[src/rtl/fetch_queue.sv]
// fetch_queue: instruction-fetch stage between the PC register and decode.
// Issues the current PC over a req/gnt/rvalid handshake, keeps the PC of every
// accepted request as a tag in an in-order ring, fills in the instruction when
// its response returns, and presents completed entries to decode.
// Three counters track the ring: occ (entries holding data), outst (granted
// requests still waiting for data) and drop (responses to discard after a flush).
module fetch_queue #(
    parameter int PC_WIDTH   = 32,
    parameter int INST_WIDTH = 32,
    parameter int DEPTH      = 4
) (
    input  logic                  clk,
    input  logic                  rst_n,
    input  logic                  cpu_en,
    input  logic [PC_WIDTH-1:0]   pc,
    output logic                  pc_stall,
    input  logic                  flush,
    output logic                  imem_req,
    output logic [PC_WIDTH-1:0]   imem_addr,
    input  logic                  imem_gnt,
    input  logic                  imem_rvalid,
    input  logic [INST_WIDTH-1:0] imem_rdata,
    output logic                  id_valid,
    output logic [INST_WIDTH-1:0] id_inst,
    output logic [PC_WIDTH-1:0]   id_pc,
    input  logic                  id_ready
);

    localparam int AW = $clog2(DEPTH);
    localparam int CW = AW + 1;
    localparam logic [CW+1:0] DEPTH_L = (CW+2)'(DEPTH);

    // Ring pointers: tag write slot, oldest outstanding slot, decode head.
    logic [AW-1:0] wr_ptr_reg, wr_ptr_next;
    logic [AW-1:0] rsp_ptr_reg, rsp_ptr_next;
    logic [AW-1:0] rd_ptr_reg, rd_ptr_next;

    logic [CW-1:0] occ_reg, occ_next;
    logic [CW-1:0] outst_reg, outst_next;
    logic [CW-1:0] drop_reg, drop_next;

    logic [PC_WIDTH-1:0]   pc_mem   [DEPTH];
    logic [INST_WIDTH-1:0] inst_mem [DEPTH];

    logic [DEPTH-1:0] pc_we;
    logic [DEPTH-1:0] inst_we;

    logic [CW+1:0] in_use;
    logic          has_room;
    logic          accept;
    logic          rsp_keep;
    logic          rsp_drop;
    logic          rsp_in_flush;
    logic          pop;

    // Discarded responses still occupy a slot until they come back, so they
    // count against the bound together with queued and outstanding entries.
    assign in_use   = {2'b00, occ_reg} + {2'b00, outst_reg} + {2'b00, drop_reg};
    assign has_room = (in_use < DEPTH_L);

    // Request and stall are held low while reset is asserted so the memory
    // and the PC register see a quiet interface immediately.
    assign imem_req  = rst_n & cpu_en & ~flush & has_room;
    assign imem_addr = pc;
    assign accept    = imem_req & imem_gnt;
    assign pc_stall  = rst_n & cpu_en & ~flush & ~accept;

    // A response is kept only when nothing is pending discard and a request
    // is actually outstanding; a response during flush is always discarded.
    assign rsp_keep     = imem_rvalid & ~flush & (drop_reg == '0) & (outst_reg != '0);
    assign rsp_drop     = imem_rvalid & (drop_reg != '0);
    assign rsp_in_flush = imem_rvalid & ((drop_reg != '0) | (outst_reg != '0));

    assign id_valid = (occ_reg != '0);
    assign pop      = id_valid & id_ready & ~flush;

    assign id_inst = inst_mem[rd_ptr_reg];
    assign id_pc   = pc_mem[rd_ptr_reg];

    // Per-entry write enables decoded from the two write pointers.
    generate
        for (genvar gi = 0; gi < DEPTH; gi++) begin : g_we
            assign pc_we[gi]   = accept & (wr_ptr_reg == AW'(gi));
            assign inst_we[gi] = rsp_keep & (rsp_ptr_reg == AW'(gi));
        end
    endgenerate

    // Next-state for pointers and counters; flush collapses the ring and moves
    // every still-outstanding response into the discard count.
    always_comb begin
        wr_ptr_next  = wr_ptr_reg;
        rsp_ptr_next = rsp_ptr_reg;
        rd_ptr_next  = rd_ptr_reg;
        occ_next     = occ_reg;
        outst_next   = outst_reg;
        drop_next    = drop_reg;
        if (flush) begin
            wr_ptr_next  = '0;
            rsp_ptr_next = '0;
            rd_ptr_next  = '0;
            occ_next     = '0;
            outst_next   = '0;
            drop_next    = drop_reg + outst_reg - CW'(rsp_in_flush);
        end else begin
            wr_ptr_next  = wr_ptr_reg + AW'(accept);
            rsp_ptr_next = rsp_ptr_reg + AW'(rsp_keep);
            rd_ptr_next  = rd_ptr_reg + AW'(pop);
            occ_next     = occ_reg + CW'(rsp_keep) - CW'(pop);
            outst_next   = outst_reg + CW'(accept) - CW'(rsp_keep);
            drop_next    = drop_reg - CW'(rsp_drop);
        end
    end

    // Control state register.
    always_ff @(posedge clk or negedge rst_n) begin
        if (!rst_n) begin
            wr_ptr_reg  <= '0;
            rsp_ptr_reg <= '0;
            rd_ptr_reg  <= '0;
            occ_reg     <= '0;
            outst_reg   <= '0;
            drop_reg    <= '0;
        end else begin
            wr_ptr_reg  <= wr_ptr_next;
            rsp_ptr_reg <= rsp_ptr_next;
            rd_ptr_reg  <= rd_ptr_next;
            occ_reg     <= occ_next;
            outst_reg   <= outst_next;
            drop_reg    <= drop_next;
        end
    end

    // Entry storage: PC tag written on acceptance, instruction on kept response.
    always_ff @(posedge clk or negedge rst_n) begin
        if (!rst_n) begin
            for (int i = 0; i < DEPTH; i++) begin
                pc_mem[i]   <= '0;
                inst_mem[i] <= '0;
            end
        end else begin
            for (int i = 0; i < DEPTH; i++) begin
                if (pc_we[i]) begin
                    pc_mem[i] <= pc;
                end
                if (inst_we[i]) begin
                    inst_mem[i] <= imem_rdata;
                end
            end
        end
    end

endmodule

[config.mk]
export PLATFORM = sky130hd
export DESIGN_NAME = fetch_queue
export DESIGN_NICKNAME = d
export VERILOG_FILES = /design/src/rtl/fetch_queue.sv
export SDC_FILE = /design/constraint.sdc
export NUM_CORES = 1
export LEC_CHECK = 0
export BUFFER_PORTS_ARGS = -buffer_cell sky130_fd_sc_hd__buf_2
export CORE_ASPECT_RATIO = 2
export CORE_MARGIN = 2
export CORE_UTILIZATION = 43
export DETAILED_ROUTE_END_ITERATION = 8
export GPL_TIMING_DRIVEN = 0
export PLACE_DENSITY = 0.75
export SYNTH_ARGS = -nofsm -noshare
export SYNTH_HDL_FRONTEND = slang
export SYNTH_SLANG_ARGS = --single-unit
[constraint.sdc]
create_clock -name clk -period 8.4 [get_ports clk]
set_input_delay 0.42 -clock clk [delete_from_list [all_inputs] [get_ports clk]]
set_output_delay 0.42 -clock clk [all_outputs]
set_load 0.05 [all_outputs]
======== Word level (Yosys, flattened, before mapping) ========
Cells that the tools add are included.
cells by class
  multiplexer cells ....................... 12
  eq/ne operators ......................... 6
  bitwise logic cells ..................... 24
  order comparisons ....................... 2
  add/sub/neg operators ................... 12
  reduce and logical (&&, ||, !) cells .... 6
operators by type and width
  cell                                                                          count
  32-bit binary-select mux with 2-bit select                                    2
  32-bit two-way mux                                                            4
  1-bit bitwise AND                                                             20
  3-bit by 1-bit subtractor with 3-bit output                                   4
  3-bit two-way mux                                                             3
  3-bit nonzero test                                                            3
  2-bit == test, second input constant                                          4
  2-bit by 1-bit adder with 2-bit output                                        3
  3-bit by 1-bit adder with 3-bit output                                        2
  2-bit two-way mux                                                             3
  4-bit by 3-bit adder with 5-bit output                                        1
  5-bit by 3-bit less-than comparator with 1-bit output, second input constant  1
  3-bit by 3-bit adder with 4-bit output                                        1
  2-bit by 1-bit == test with 1-bit output, second input constant               2
  2-bit logical NOT                                                             2
  3-bit adder                                                                   1
  3-bit >= comparator, second input constant                                    1
  3-bit logical NOT                                                             1
  2-bit NOT with 3-bit output                                                   1
  1-bit NOT                                                                     2
  1-bit bitwise OR                                                              1
storage, ports and cells
  logic and storage cells ................. 76
  register bits after elaboration ......... 271
  input port bits ......................... 71
  output and inout bits ................... 99

======== Depth between registers and ports, before layout ========
Gate-level depths: netlist of run 1.
  word-level depth ........................ 8
  mapped depth ............................ 16
  mapped depth without buffers ............ 16

======== Worst setup path before layout of run 1 ========
OpenSTA, ideal clock, no wires.
  path type ............................... register to output
  from .................................... register outst_reg[1]
  to ...................................... output pc_stall
  path buffers ............................ 0
  path slack .............................. 4.793 ns
  required time ........................... 7.980 ns
  stages on the path, launching flop included .. 9
  arrival time ............................ 3.187 ns
  cell sequence ........................... dfrtp_1 -> inv_1 -> fa_1 -> nor2_1 -> fa_1 -> nor3b_2 -> o2111ai_4 -> nor3_1 -> nor3_1
between the ends
  word-level cells in the longest chain between the ends .. 7
RTL lines
  element                                                line  RTL
  start, declared                                        39    logic [CW-1:0] outst_reg, outst_next;
  start signal, assigned                                 128   outst_reg <= outst_next;
  3-bit by 3-bit adder with 4-bit output                 58    assign in_use = {2'b00, occ_reg} + {2'b00, outst_reg} + {2'b00, drop_reg};
  4-bit by 3-bit adder with 5-bit output                 58
  5-bit by 3-bit less-than comparator with 1-bit output  59    assign has_room = (in_use < DEPTH_L);
  1-bit bitwise AND                                      63    assign imem_req = rst_n & cpu_en & ~flush & has_room;
  1-bit bitwise AND                                      65    assign accept = imem_req & imem_gnt;
  1-bit NOT                                              66    assign pc_stall = rst_n & cpu_en & ~flush & ~accept;
  1-bit bitwise AND                                      66
  end, declared                                          16    output logic pc_stall,
Every way passes these cells.

======== Worst setup path after layout of run 1 ========
  from .................................... register outst_reg[1]
  to ...................................... register outst_reg[2]
between the ends
  word-level cells in the longest chain between the ends .. 8
  elaborated cells on any way between the ends .. 10
RTL lines
  element                                                line  RTL
  3-bit by 3-bit adder with 4-bit output                 58
  4-bit by 3-bit adder with 5-bit output                 58
  5-bit by 3-bit less-than comparator with 1-bit output  59
  1-bit bitwise AND                                      63
  1-bit bitwise AND                                      65
  3-bit by 1-bit adder with 3-bit output                 109   outst_next = outst_reg + CW'(accept) - CW'(rsp_keep);
  3-bit by 1-bit subtractor with 3-bit output *          109
  3-bit two-way mux *                                    97    if (flush) begin
  named net outst_next[2]                                39
Mark *: on every way through the listed nets, which the timed path passes. The rest lies on a longest branch.
A chain may end at the register's enable or synchronous reset.

==> impl_results.rst, run 1 <==
.. list-table::
   :header-rows: 1

   * - Metric
     - Value
   * - Post-synthesis cell area
     - 12400 sq um
   * - Grt ovf
     - 0
   * - Ranking of synthesized cells by area
     - sky130_fd_sc_hd__dfrtp_1, sky130_fd_sc_hd__mux2_2, sky130_fd_sc_hd__mux4_2
   * - Initial Utilization
     - 0.435
   * - # diodes
     - 0
   * - RSZ-0062 raised after global routing
     - no
   * - Ranking of synthesized cells by instance count
     - sky130_fd_sc_hd__dfrtp_1, sky130_fd_sc_hd__mux2_2, sky130_fd_sc_hd__mux4_2, sky130_fd_sc_hd__buf_4, sky130_fd_sc_hd__inv_1
   * - Flip-flop cell with the highest count after synthesis
     - sky130_fd_sc_hd__dfrtp_1
   * - Final HPWL DP
     - 17.3 mm
   * - First-pass GRT wire length
     - 42.3 mm
   * - Final Setup Violations
     - 0
   * - Hold buffers post-CTS
     - 1
   * - Clock latency of the later-clocked register in the worst-skew pair
     - 0.53 ns
   * - Most common cell in the netlist
     - sky130_fd_sc_hd__dfrtp_1
   * - Count of fill cells added during filler insertion
     - 2429
   * - Number of distinct library cells after synthesis
     - 31
   * - Final Routed Wirelength
     - 25.6 mm
   * - Tmin final
     - 4.02 ns
   * - Worst-case headroom to the max-slew limit
     - 0.475
   * - Number of global-route vias before repair
     - 7804
   * - Share of total power in combinational logic
     - 0.299
   * - Die Area
     - 30400 sq um
   * - Minimum setup slack among reg-to-reg paths
     - 4.38 ns
   * - Reg2reg end
     - outst_reg[2]
   * - Reg-to-reg startpoint
     - outst_reg[1]
   * - Crit path DAT
     - 4.41 ns
   * - Vias
     - 7064
   * - Area Growth Syn to Fin
     - 17.7%
   * - Launching instance or port of the critical path
     - outst_reg[1]
   * - Number of setup buffers added after CTS
     - 0
   * - Routability Congestion
     - 0.782
   * - Via-to-Cell Ratio
     - 5.30
   * - Worst Tran Pin Value
     - 0.788 ns
   * - Post-synth EDFFs
     - 0
   * - Average detailed-routed wire length per instance
     - 19.2 um
   * - First-pass detailed-route iteration total
     - 4
   * - Share of the synthesized area in the top cell type
     - 0.545
   * - Count of instances resized after the clock tree is built
     - 0
   * - Number of sinks on the clock net
     - 271
   * - Worst IR drop on VDD
     - 175 uV
   * - Proportion of synthesized chip area in sequential cells
     - 0.545
   * - Final cell utilization of the core
     - 0.512
   * - Yosys reg bits
     - 271
   * - Synth async-reset ratio
     - 1.00
   * - Switching power total
     - 0.00130 W
   * - Deepest level of the CTS H-tree
     - 1
   * - Areal power density over the cells
     - 262 nW/um^2
   * - Final number of max-transition violations
     - 0
   * - Max-cap violation count
     - 0
   * - Overall die width
     - 124 um
   * - Site row count
     - 88
   * - Fraction of layout instances using a drive strength above 1
     - 0.601
   * - GRT Total Usage
     - 0.172
   * - Core Footprint
     - 28600 sq um
   * - Critical Path RT
     - 8.79 ns
   * - Final critical-path share of the clock period
     - 0.479
   * - Cell taking the most area after synthesis
     - sky130_fd_sc_hd__dfrtp_1
   * - DIE HEIGHT
     - 245 um
   * - Ports
     - 170
   * - Crit Path Max Fanout
     - 6
   * - Count of warnings emitted by yosys
     - 0
   * - Number of antenna violations at the first check in global routing
     - 0
   * - Clock share of power
     - 0.308
   * - Sw frac
     - 0.339
   * - Post-DRT Antenna Nets
     - 0
   * - Largest net degree at the start of global routing
     - 128
   * - Sum of negative setup slack
     - 0 ns
   * - Worst min-delay path class
     - in -> reg
   * - Clock Path Buffers
     - 3
   * - Final Hold Fails
     - 0
   * - Final setup skew
     - 0.00720 ns
   * - Capturing element type of the critical path
     - flip-flop
   * - Register clock-pin slew on the reported worst setup and hold paths
     - 0.06 ns
   * - Total DRC errors in the routed layout
     - 0
   * - Leakage power figure
     - 7.33 nW
   * - Multi-input combinational cell area
     - 5080 sq um
   * - Result of the run
     - finished clean
   * - Area taken by flip-flops and latches
     - 6780 sq um
   * - Share of power burned in registers
     - 0.393
   * - Worst hold path startpoint
     - imem_rdata[5]
   * - Nets in the synthesized netlist
     - 852
   * - Cell Int Power
     - 0.00253 W
   * - Maximum frequency from static timing analysis
     - 0.249 GHz
   * - R2R depth
     - 16
   * - TritonCTS clock tree
     - built
   * - Critical path capture point
     - outst_reg[2]
   * - Drt first-iter violations
     - 297
   * - Number of buffers inserted during clock tree synthesis
     - 25
   * - Clk root buf
     - sky130_fd_sc_hd__clkbuf_16
   * - Final #Nets
     - 1050
   * - Worst Setup Path Type
     - reg -> reg
   * - Setup crit start kind
     - flip-flop
   * - Synthesized netlist cell count
     - 761
   * - Average cell area after synthesis
     - 16.4 sq um
   * - Largest registers
     - inst_mem x128, pc_mem x128
   * - Total of buffers placed on input and output ports
     - 168
## through the flow
stage | setup slack [ns] | area [sq um] | power [W] | hold WS [ns] | instances
CTS | 4.39 | 14700 | 0.00389 | 0.138 | 1334
detailed placement | 4.45 | 13800 | 0.00269 | 0.323 | 1291
global route | 4.08 | 14700 | 0.00402 | 0.153 | 1334
finish | 4.38 | 14700 | 0.00383 | 0.159 | 1334
floorplan | 4.79 | 12400 | 0.00240 | 0.124 | 761
global placement | 0.508 | 13700 | 0.00265 | 0.461 | 1289
## layer usage
layer  GRT usage  wire length (um)  vias up
met2       0.292             12800      179
met5           0                 0        -
li1            -                 -     3131
met1       0.234             11100     3724
met3      0.0257              1240       30
met4      0.0443               433        0
## power groups by stage
stage          registers, W  clock network [W]  logic [W]
2_1_floorplan       0.00150                  0   0.000897
3_3_place_gp        0.00152                  0    0.00113
3_5_place_dp        0.00153                  0    0.00116
4_1_cts             0.00151            0.00122    0.00116
5_1_grt             0.00152            0.00127    0.00122
6_report            0.00151            0.00118    0.00114
## how the worst min path moves through the flow
stage                    endpoint  slack (ns)  cells past startpoint
global route         inst_mem[62]        0.15                      2
CTS                  inst_mem[92]        0.14                      2
detailed placement    pc_mem[113]        0.32                      1
floorplan             drop_reg[0]        0.12                      0
global placement       pc_mem[55]        0.46                      1
finish              inst_mem[101]        0.16                      2
## final cells by class
cell class | instances | area share
plain buffers | 73 | 0.0352
clock buffers | 32 | 0.0465
clock inverters | 10 | 0.0106
inverters | 19 | 0.00487
multi-input cells | 398 | 0.347
flip-flops and latches | 271 | 0.463
well taps | 360 | 0.0307
repair buffers | 171 | 0.0625
## critical path, cell delays in order, from the launching register on
cell and delay (ns):
sky130_fd_sc_hd__dfrtp_1 0.42, sky130_fd_sc_hd__inv_1 0.13, sky130_fd_sc_hd__fa_1 0.60, sky130_fd_sc_hd__nor2_1 0.09
sky130_fd_sc_hd__fa_1 0.38, sky130_fd_sc_hd__and2b_1 0.24, sky130_fd_sc_hd__o2111ai_4 0.21, sky130_fd_sc_hd__nor3_1 0.46
sky130_fd_sc_hd__inv_1 0.09, sky130_fd_sc_hd__ha_1 0.28, sky130_fd_sc_hd__inv_1 0.05, sky130_fd_sc_hd__ha_1 0.13
sky130_fd_sc_hd__inv_1 0.05, sky130_fd_sc_hd__fa_1 0.37, sky130_fd_sc_hd__xnor2_1 0.18, sky130_fd_sc_hd__xnor2_1 0.14
sky130_fd_sc_hd__nor2_1 0.05
## cells in the final DEF, fill, tap and decap left out, types with 4 or more instances in the layout
cell / synthesis / final
sky130_fd_sc_hd__nor2_1: 10 / 10
sky130_fd_sc_hd__clkinv_2: 0 / 4
sky130_fd_sc_hd__buf_1: 6 / 6
sky130_fd_sc_hd__fa_1: 6 / 6
sky130_fd_sc_hd__mux4_2: 64 / 64
sky130_fd_sc_hd__buf_4: 35 / 35
sky130_fd_sc_hd__buf_2: 16 / 183
sky130_fd_sc_hd__dfrtp_1: 271 / 271
sky130_fd_sc_hd__buf_6: 12 / 12
sky130_fd_sc_hd__inv_1: 19 / 19
sky130_fd_sc_hd__clkbuf_1: 4 / 8
sky130_fd_sc_hd__mux2_1: 16 / 16
sky130_fd_sc_hd__xnor2_1: 10 / 10
sky130_fd_sc_hd__clkbuf_16: 0 / 25
sky130_fd_sc_hd__nand2_1: 5 / 5
sky130_fd_sc_hd__mux2_2: 240 / 240
sky130_fd_sc_hd__bufinv_16: 0 / 4
sky130_fd_sc_hd__nor2b_1: 6 / 6
sky130_fd_sc_hd__ha_1: 14 / 14
## cells by family (layout without fill, tap and decap cells)
family / after synthesis / count (layout) / synth area share
compound gates: 5 / 5 / 0.00392
xor+xnor: 10 / 10 / 0.00703
fa+ha+maj: 20 / 20 / 0.0237
buf+inv: 92 / 305 / 0.0471
flops: 271 / 271 / 0.545
mux: 321 / 321 / 0.348
simple gates: 42 / 42 / 0.0253
Note: power is estimated with default switching activity, not from simulation.
==> inputs of run 2 (changes only) <==
ABC_AREA = 1   (was default)
PLACE_DENSITY = 0.74   (was 0.75)
clock period = 3.8 ns   (was 8.4 ns; I/O delays follow)
==> run 2 against run 1 <==
Net effect: sequential cell count stayed put; sequential power is 130% higher; clock skew is 0.011 ns higher; global-route usage is 8.3 points higher; final cell count is 65% higher; highest routed layer unchanged; wire length is 62% higher; combinational power grew to 3.4 times the previous value; non-clock buffer count is 148 higher.
==> impl_results.rst, run 2 <==
.. list-table::
   :header-rows: 1

   * - Metric
     - Value
   * - Result of the run
     - finished clean
   * - Grt ovf
     - 0 (unchanged)
   * - Largest net degree at the start of global routing
     - 107 (-16%)
   * - Post-synthesis simple-gate area fraction
     - 0.228 (+0.203)
   * - Ports
     - 170 (unchanged)
   * - Synthesized netlist cell count
     - 1550 (+100%)
   * - Fraction of layout instances using a drive strength above 1
     - 0.199 (-0.402)
   * - Clock Path Buffers
     - 3 (unchanged)
   * - Average detailed-routed wire length per instance
     - 18.8 um (-2.1%)
   * - Core Footprint
     - 30700 sq um (+7.4%)
   * - Yosys reg bits
     - 271 (unchanged)
   * - Worst IR drop on VDD
     - 388 uV (+120%)
   * - Minimum setup slack after placement
     - -0.0696 ns (-4.52 ns)
   * - Final Hold Fails
     - 0 (unchanged)
   * - Hold-critical path depth
     - 3 (+1)
   * - Capturing element type of the critical path
     - flip-flop
   * - Clock latency of the later-clocked register in the worst-skew pair
     - 0.55 ns (+0.02 ns)
   * - Setup crit start kind
     - flip-flop
   * - Portion of netlist area occupied by mux cells
     - 0.000750 (-0.347)
   * - Post-synth EDFFs
     - 0 (unchanged)
   * - Tmin final
     - 3.61 ns (-0.407 ns)
   * - Post-synthesis share of cell area spent on full adders, half adders and majority gates
     - 0.0221 (-0.00158)
   * - Number of cells after detailed placement
     - 2092 (+62%)
   * - Area taken by flip-flops and latches
     - 6780 sq um (about the same)
   * - Ranking of synthesized cells by area
     - sky130_fd_sc_hd__dfrtp_1, sky130_fd_sc_hd__nand2_1, sky130_fd_sc_hd__nand4_1
   * - Nets in the synthesized netlist
     - 1641 (+93%)
   * - Via-to-Cell Ratio
     - 5.49 (+3.6%)
   * - Flip-flop cell with the highest count after synthesis
     - sky130_fd_sc_hd__dfrtp_1
   * - Cell taking the most area after synthesis
     - sky130_fd_sc_hd__dfrtp_1
   * - Areal power density over the cells
     - 604 nW/um^2 (+130%)
   * - Share of the synthesized area in the top cell type
     - 0.508 (-0.0363)
   * - Worst hold margin
     - 0.130 ns (-0.0297 ns)
   * - Number of global-route vias before repair
     - 12.5k (+60%)
   * - Final #Nets
     - 1908 (+82%)
   * - R2R depth
     - 18 (+2)
   * - Number of sinks on the clock net
     - 271 (unchanged)
   * - Worst min-delay path class
     - in -> reg
   * - RSZ-0062 raised after global routing
     - no
   * - Post-DRT Antenna Nets
     - 0 (unchanged)
   * - Final HPWL DP
     - 30.1 mm (+74%)
   * - Number of distinct library cells after synthesis
     - 29 (-6.5%)
   * - Largest registers
     - inst_mem x128, pc_mem x128
   * - Synth async-reset ratio
     - 1.00 (unchanged)
   * - Most frequent cells in the layout
     - sky130_fd_sc_hd__nand2_1, sky130_fd_sc_hd__dfrtp_1, sky130_fd_sc_hd__buf_2
   * - Number of antenna violations at the first check in global routing
     - 0 (unchanged)
   * - Area Growth Syn to Fin
     - 21.6%
   * - First-pass GRT wire length
     - 65.0 mm (+54%)
   * - Final number of max-transition violations
     - 0 (unchanged)
   * - Final Setup Violations
     - 0 (unchanged)
   * - DIE HEIGHT
     - 253 um (+3.5%)
   * - Final critical-path share of the clock period
     - 0.951 (+0.472)
   * - Multi-input combinational cell area
     - 5330 sq um (+4.9%)
   * - GRT Total Usage
     - 0.255 (+0.0827)
   * - Crit path DAT
     - 4.02 ns (-0.39 ns)
   * - Die Area
     - 32500 sq um (+7.0%)
   * - Most common cell after layout, fill and taps aside
     - sky130_fd_sc_hd__nand2_1
   * - Final setup skew
     - 0.0185 ns (+0.0113 ns)
   * - Xor/xnor cell area share of the yosys netlist
     - 0.00591 (-0.00113)
   * - Site row count
     - 91 (+3.4%)
   * - Vias
     - 12.1k (+71%)
   * - Critical Path RT
     - 4.21 ns (-4.58 ns)
   * - Worst-case headroom to the max-slew limit
     - 0.514 (+0.0390)
   * - Post-synthesis cell area
     - 13300 sq um (+7.1%)
   * - Worst Setup Path Type
     - reg -> reg
   * - Post-layout instance count excluding filler cells
     - 2205 (+65%)
   * - Max-cap violation count
     - 0 (unchanged)
   * - Count of warnings emitted by yosys
     - 0 (unchanged)
   * - Drt first-iter violations
     - 895 (+200%)
   * - Proportion of synthesized chip area in sequential cells
     - 0.508 (-0.0363)
   * - Count of fill cells added during filler insertion
     - 2872 (+18%)
   * - Total DRC errors in the routed layout
     - 0 (unchanged)
   * - First-pass detailed-route iteration total
     - 6 (+2)
   * - Register clock-pin slew on the reported worst setup and hold paths
     - 0.07 ns (about the same)
   * - Crit Path Max Fanout
     - 5 (-1)
   * - Worst Tran Pin Value
     - 0.729 ns (-0.0586 ns)
   * - Clk root buf
     - sky130_fd_sc_hd__clkbuf_16
   * - Ranking of synthesized cells by instance count
     - sky130_fd_sc_hd__nand2_1, sky130_fd_sc_hd__dfrtp_1, sky130_fd_sc_hd__nor2_1, sky130_fd_sc_hd__nand4_1, sky130_fd_sc_hd__o21ai_0
   * - Average cell area after synthesis
     - 8.61 sq um (-47%)
   * - Total of buffers placed on input and output ports
     - 168 (unchanged)
   * - Number of buffers inserted during clock tree synthesis
     - 25 (unchanged)
   * - # diodes
     - 0 (unchanged)
   * - Leakage power figure
     - 8.39 nW (+15%)
   * - Overall die width
     - 129 um (+3.4%)
   * - Deepest level of the CTS H-tree
     - 1 (unchanged)
   * - Routability Congestion
     - 0.920 (+18%)
   * - Most common cell in the netlist
     - sky130_fd_sc_hd__nand2_1
   * - Final Routed Wirelength
     - 41.4 mm (+62%)
   * - Initial Utilization
     - 0.434 (-0.00102)
   * - Largest family of logic cells by synthesized area
     - simple AND/OR/NAND/NOR gates
   * - Maximum frequency from static timing analysis
     - 0.277 GHz (+11%)
   * - Post-synthesis compound-gate area fraction
     - 0.142 (+0.138)
   * - Post-route worst setup slack
     - 0.187 ns (-4.19 ns)
   * - TritonCTS clock tree
     - built
[run 2: logic make-up after synthesis]
| family | after synthesis |
|---|---|
| AO/OA/AOI/OAI | 324 |
| XOR/XNOR | 9 |
| adder cells (fa/ha/maj) | 20 |
| buffers and inverters | 225 |
| flip-flops | 271 |
| multiplexers | 1 |
| AND/OR/NAND/NOR | 700 |
[run 2: path summary, 6_finish.rpt]
kind                                        to       start  slack [ns]
worst min register to register      pc_mem[34]  pc_mem[34]        0.47
worst max-delay path              outst_reg[2]  occ_reg[1]        0.19
min in group asynchronous           pc_mem[24]       rst_n        0.27
worst min-delay path            rsp_ptr_reg[1]       flush        0.13
max in group asynchronous         inst_mem[94]       rst_n        2.50
worst max register to register    outst_reg[2]  occ_reg[1]        0.19
[run 2: metrics by stage]
| stage | cell area (sq um) | power, W | TNS [ns] | utilization |
|---|---|---|---|---|
| 2_1_floorplan | 13300 | 0.00620 | 0 | - |
| 3_3_place_gp | 14600 | 0.00718 | -1008.08 | 0.476 |
| 3_5_place_dp | 14700 | 0.00726 | -0.0696 | 0.478 |
| 4_1_cts | 16200 | 0.00982 | 0 | 0.526 |
| 5_1_grt | 16200 | 0.0102 | 0 | 0.528 |
| 6_report | 16200 | 0.00980 | 0 | 0.528 |
[run 2: cell type report]
cell class	count	area share
plain buffers	152	0.0597
well taps	372	0.0287
flip-flops and latches	271	0.418
multi-input cells	1054	0.329
clock buffers	38	0.0478
inverters	73	0.0169
repair buffers	240	0.0983
clock inverters	5	0.00193
[run 2: power breakdown]
group	switching (W)	internal [W]
sequential	0.000199	0.00322
clock	0.00110	0.00140
combinational	0.00287	0.00100
[run 2: per-layer routing]
layer  track usage  part of all wire
met2         0.491              0.56
met3        0.0264             0.041
met1         0.263              0.35
met4         0.138             0.050
met5             0                 0
[run 2: timing repair]
item | CTS | global route
pin swaps | 0 | 1
setup endpoints to repair | 3 | 3
gates resized for setup | 2 | 3
buffers inserted | 0 | 5
hold buffers | 65 | 0
endpoints found under the hold margin | 331 | 0
gates cloned | 0 | 0
[run 2: worst max-delay path, cell delays in order, from the launching register on]
cell	delay, ns
sky130_fd_sc_hd__dfrtp_1	0.36
sky130_fd_sc_hd__inv_1	0.10
sky130_fd_sc_hd__fa_1	0.55
sky130_fd_sc_hd__inv_1	0.06
sky130_fd_sc_hd__nand2_1	0.09
sky130_fd_sc_hd__inv_1	0.05
sky130_fd_sc_hd__fa_1	0.46
sky130_fd_sc_hd__a21oi_2	0.15
sky130_fd_sc_hd__nand3_1	0.13
sky130_fd_sc_hd__nor2_4	0.20
sky130_fd_sc_hd__buf_6	0.14
sky130_fd_sc_hd__nand2_1	0.08
sky130_fd_sc_hd__ha_1	0.30
sky130_fd_sc_hd__inv_1	0.05
sky130_fd_sc_hd__ha_1	0.13
sky130_fd_sc_hd__inv_1	0.04
sky130_fd_sc_hd__fa_1	0.37
sky130_fd_sc_hd__xor2_1	0.16
sky130_fd_sc_hd__nor2_1	0.06
==> inputs of run 3 (changes only) <==
ABC_AREA = default   (was 1)
PLACE_DENSITY = 0.75   (was 0.74)
SKIP_LAST_GASP = 1   (was default)
==> run 3 against run 2 <==
Net effect: sequential share of layout area up 2.3 points; via count decreased by 39%; total power down 13%; fmax hardly changed; final cell count is 36% lower; clock power up 4%; worst setup slack hardly changed; highest routed layer unchanged.
==> impl_results.rst, run 3 (synthesis results as in run 1) <==
.. list-table::
   :header-rows: 1

   * - Metric
     - Value
   * - Sw frac
     - 0.338 (-0.0886)
   * - DIE HEIGHT
     - 245 um (-3.3%)
   * - Deepest level of the CTS H-tree
     - 1 (unchanged)
   * - Clock latency of the later-clocked register in the worst-skew pair
     - 0.53 ns (-0.02 ns)
   * - Number of sinks on the clock net
     - 271 (unchanged)
   * - Worst-case headroom to the max-slew limit
     - 0.474 (-0.0394)
   * - Cell Int Power
     - 0.00567 W (+0.73%)
   * - Grt ovf
     - 0 (unchanged)
   * - First-pass detailed-route iteration total
     - 5 (-1)
   * - Crit path DAT
     - 4.00 ns (-0.02 ns)
   * - Via-to-Cell Ratio
     - 5.25 (-4.2%)
   * - Count of fill cells added during filler insertion
     - 2354 (-18%)
   * - Post-DRT Antenna Nets
     - 0 (unchanged)
   * - Routability Congestion
     - 0.782 (-15%)
   * - Share of power burned in registers
     - 0.390 (+0.041)
   * - Die Area
     - 30400 sq um (-6.5%)
   * - Final #Nets
     - 1120 (-41%)
   * - Leakage power figure
     - 7.63 nW (-9.1%)
   * - Sum of negative setup slack
     - 0 ns (unchanged)
   * - Maximum frequency from static timing analysis
     - 0.277 GHz (about the same)
   * - Worst min-delay path class
     - in -> reg
   * - Number of global-route vias before repair
     - 8174 (-34%)
   * - Register clock-pin slew on the reported worst setup and hold paths
     - 0.07 ns (about the same)
   * - Max-cap violation count
     - 0 (unchanged)
   * - Critical Path RT
     - 4.19 ns (-0.02 ns)
   * - Clock share of power
     - 0.304 (+0.049)
   * - TritonCTS clock tree
     - built
   * - Final critical-path share of the clock period
     - 0.951 (about the same)
   * - Average detailed-routed wire length per instance
     - 18.8 um (about the same)
   * - Final setup skew
     - 0.00716 ns (-0.0113 ns)
   * - Uppermost layer routed
     - met4
   * - Switching power total
     - 0.00289 W (-31%)
   * - Tmin final
     - 3.61 ns (+0.0000550 ns)
   * - Met2 wire len
     - 13.4 mm (-42%)
   * - Largest net degree at the start of global routing
     - 128 (+20%)
   * - Result of the run
     - finished clean
   * - Ports
     - 170 (unchanged)
   * - Multi-input combinational cell area
     - 5110 sq um (-4.0%)
   * - Fraction of layout instances using a drive strength above 1
     - 0.571 (+0.372)
   * - Area Growth Syn to Fin
     - 23.5%
   * - Core Footprint
     - 28600 sq um (-6.9%)
   * - Final HPWL DP
     - 17.3 mm (-42%)
   * - Area taken by flip-flops and latches
     - 6780 sq um (about the same)
   * - Clock Path Buffers
     - 3 (unchanged)
   * - Final Hold Fails
     - 0 (unchanged)
   * - Crit Path Max Fanout
     - 5 (unchanged)
   * - Setup crit start kind
     - flip-flop
   * - Total DRC errors in the routed layout
     - 0 (unchanged)
   * - Clk root buf
     - sky130_fd_sc_hd__clkbuf_16
   * - Detailed route wirelength on metal3
     - 1.14 mm (-33%)
   * - Drt first-iter violations
     - 272 (-70%)
   * - Vias
     - 7378 (-39%)
   * - Worst Setup Path Type
     - reg -> reg
   * - # diodes
     - 0 (unchanged)
   * - Initial Utilization
     - 0.435 (+0.00102)
   * - Overall die width
     - 124 um (-3.3%)
   * - Number of buffers inserted during clock tree synthesis
     - 25 (unchanged)
   * - Detailed-routing wirelength on met1
     - 11.4 mm (-22%)
   * - Final number of max-transition violations
     - 0 (unchanged)
   * - Final Setup Violations
     - 0 (unchanged)
   * - Capturing element type of the critical path
     - flip-flop
   * - GRT Total Usage
     - 0.177 (-0.0779)
   * - Share of total power in combinational logic
     - 0.306 (-0.090)
   * - Most frequent cells in the layout
     - sky130_fd_sc_hd__dfrtp_1, sky130_fd_sc_hd__mux2_2, sky130_fd_sc_hd__buf_2
   * - Worst IR drop on VDD
     - 397 uV (+2.4%)
   * - Number of antenna violations at the first check in global routing
     - 0 (unchanged)
   * - Finished layout cell area
     - 15400 sq um (-5.2%)
   * - Most common cell after layout, fill and taps aside
     - sky130_fd_sc_hd__dfrtp_1
   * - Areal power density over the cells
     - 557 nW/um^2 (-7.9%)
   * - Placed cell area
     - 13800 sq um (-6.1%)
   * - Site row count
     - 88 (-3.3%)
   * - First-pass GRT wire length
     - 43.6 mm (-33%)
   * - Total of buffers placed on input and output ports
     - 168 (unchanged)
   * - Largest registers
     - inst_mem x128, pc_mem x128
   * - Final Routed Wirelength
     - 26.4 mm (-36%)
   * - Worst Tran Pin Value
     - 0.788 ns (+0.0592 ns)
run 3: cell types whose count changed in the layout (fill, tap and decap cells not counted), moves of 7 or more:
cell                       change
sky130_fd_sc_hd__mux2_1       +16
sky130_fd_sc_hd__clkbuf_1     -58
sky130_fd_sc_hd__nor2_1      -144
sky130_fd_sc_hd__clkbuf_8      -7
sky130_fd_sc_hd__o22ai_1      -64
sky130_fd_sc_hd__nand4_1     -132
sky130_fd_sc_hd__o21ai_2      -50
sky130_fd_sc_hd__mux2_2      +240
sky130_fd_sc_hd__mux4_2       +64
sky130_fd_sc_hd__o21ai_0     -130
sky130_fd_sc_hd__nand2_1     -397
sky130_fd_sc_hd__buf_6        -20
sky130_fd_sc_hd__inv_1        -52
sky130_fd_sc_hd__o21ai_1      -78
run 3: routing by layer:
metal / vias up / track usage
met3: 33 / 0.0253
met4: 0 / 0.0456
met5: - / 0
met1: 3894 / 0.237
li1: 3269 / -
met2: 182 / 0.304
run 3: through the flow:
stage                     std cells  worst slack [ns]  hold slack, ns  total power [W]   util
after global placement         1289             -3.86           0.440          0.00586  0.480
after floorplan                 761             0.244          -0.106          0.00531      -
final                          1404             0.187           0.101          0.00855  0.537
after detailed placement       1291            -0.153          0.0928          0.00594  0.482
after CTS                      1399           0.00880          0.0630          0.00866  0.535
after global routing           1404           -0.0347           0.114          0.00897  0.537
run 3: worst paths after layout:
kind / from / endpoint / slack [ns] / cells past startpoint
min reg2reg: pc_mem[59] / pc_mem[59] / 0.48 / 1
max: outst_reg[1] / outst_reg[2] / 0.19 / 16
min: imem_rvalid / drop_reg[0] / 0.10 / 5
min in group asynchronous: rst_n / pc_mem[113] / 0.14 / 2
max reg2reg: outst_reg[1] / outst_reg[2] / 0.19 / 16
max in group asynchronous: rst_n / inst_mem[6] / 2.21 / 4
run 3: area by class of cell:
class | count | area share
clock inverter | 10 | 0.0101
tap | 360 | 0.0293
buffer | 73 | 0.0335
sequential | 271 | 0.441
clock buffer | 32 | 0.0444
multi-input combinational | 398 | 0.333
inverter | 19 | 0.00464
timing repair buffer | 241 | 0.104
run 3: power by group through the flow:
stage                     Clock [W]  Sequential, W  Combinational [W]
after floorplan                   0        0.00333            0.00198
after CTS                   0.00270        0.00333            0.00263
final                       0.00260        0.00334            0.00262
after detailed placement          0        0.00339            0.00256
after global routing        0.00281        0.00337            0.00279
after global placement            0        0.00336            0.00250
run 3: timing repair:
item | 4_1_cts | 5_1_grt
pin swaps | 1 | 2
resized for setup | 2 | 5
hold buffers | 65 | 0
setup endpoints to repair | 1 | 31
endpoints found under the hold margin | 370 | 0
setup buffers | 1 | 5
run 3: critical path, cell delays in order, from the launching register on:
cell and delay [ns]:
sky130_fd_sc_hd__dfrtp_1 0.40, sky130_fd_sc_hd__inv_1 0.12, sky130_fd_sc_hd__fa_2 0.60, sky130_fd_sc_hd__nor2_1 0.07, sky130_fd_sc_hd__fa_1 0.37, sky130_fd_sc_hd__and2b_1 0.24
sky130_fd_sc_hd__o2111ai_4 0.20, sky130_fd_sc_hd__nor3_4 0.18, sky130_fd_sc_hd__inv_1 0.06, sky130_fd_sc_hd__ha_1 0.26, sky130_fd_sc_hd__inv_1 0.05, sky130_fd_sc_hd__ha_1 0.13
sky130_fd_sc_hd__inv_1 0.05, sky130_fd_sc_hd__fa_1 0.40, sky130_fd_sc_hd__xnor2_2 0.15, sky130_fd_sc_hd__xnor2_1 0.14, sky130_fd_sc_hd__nor2_1 0.05
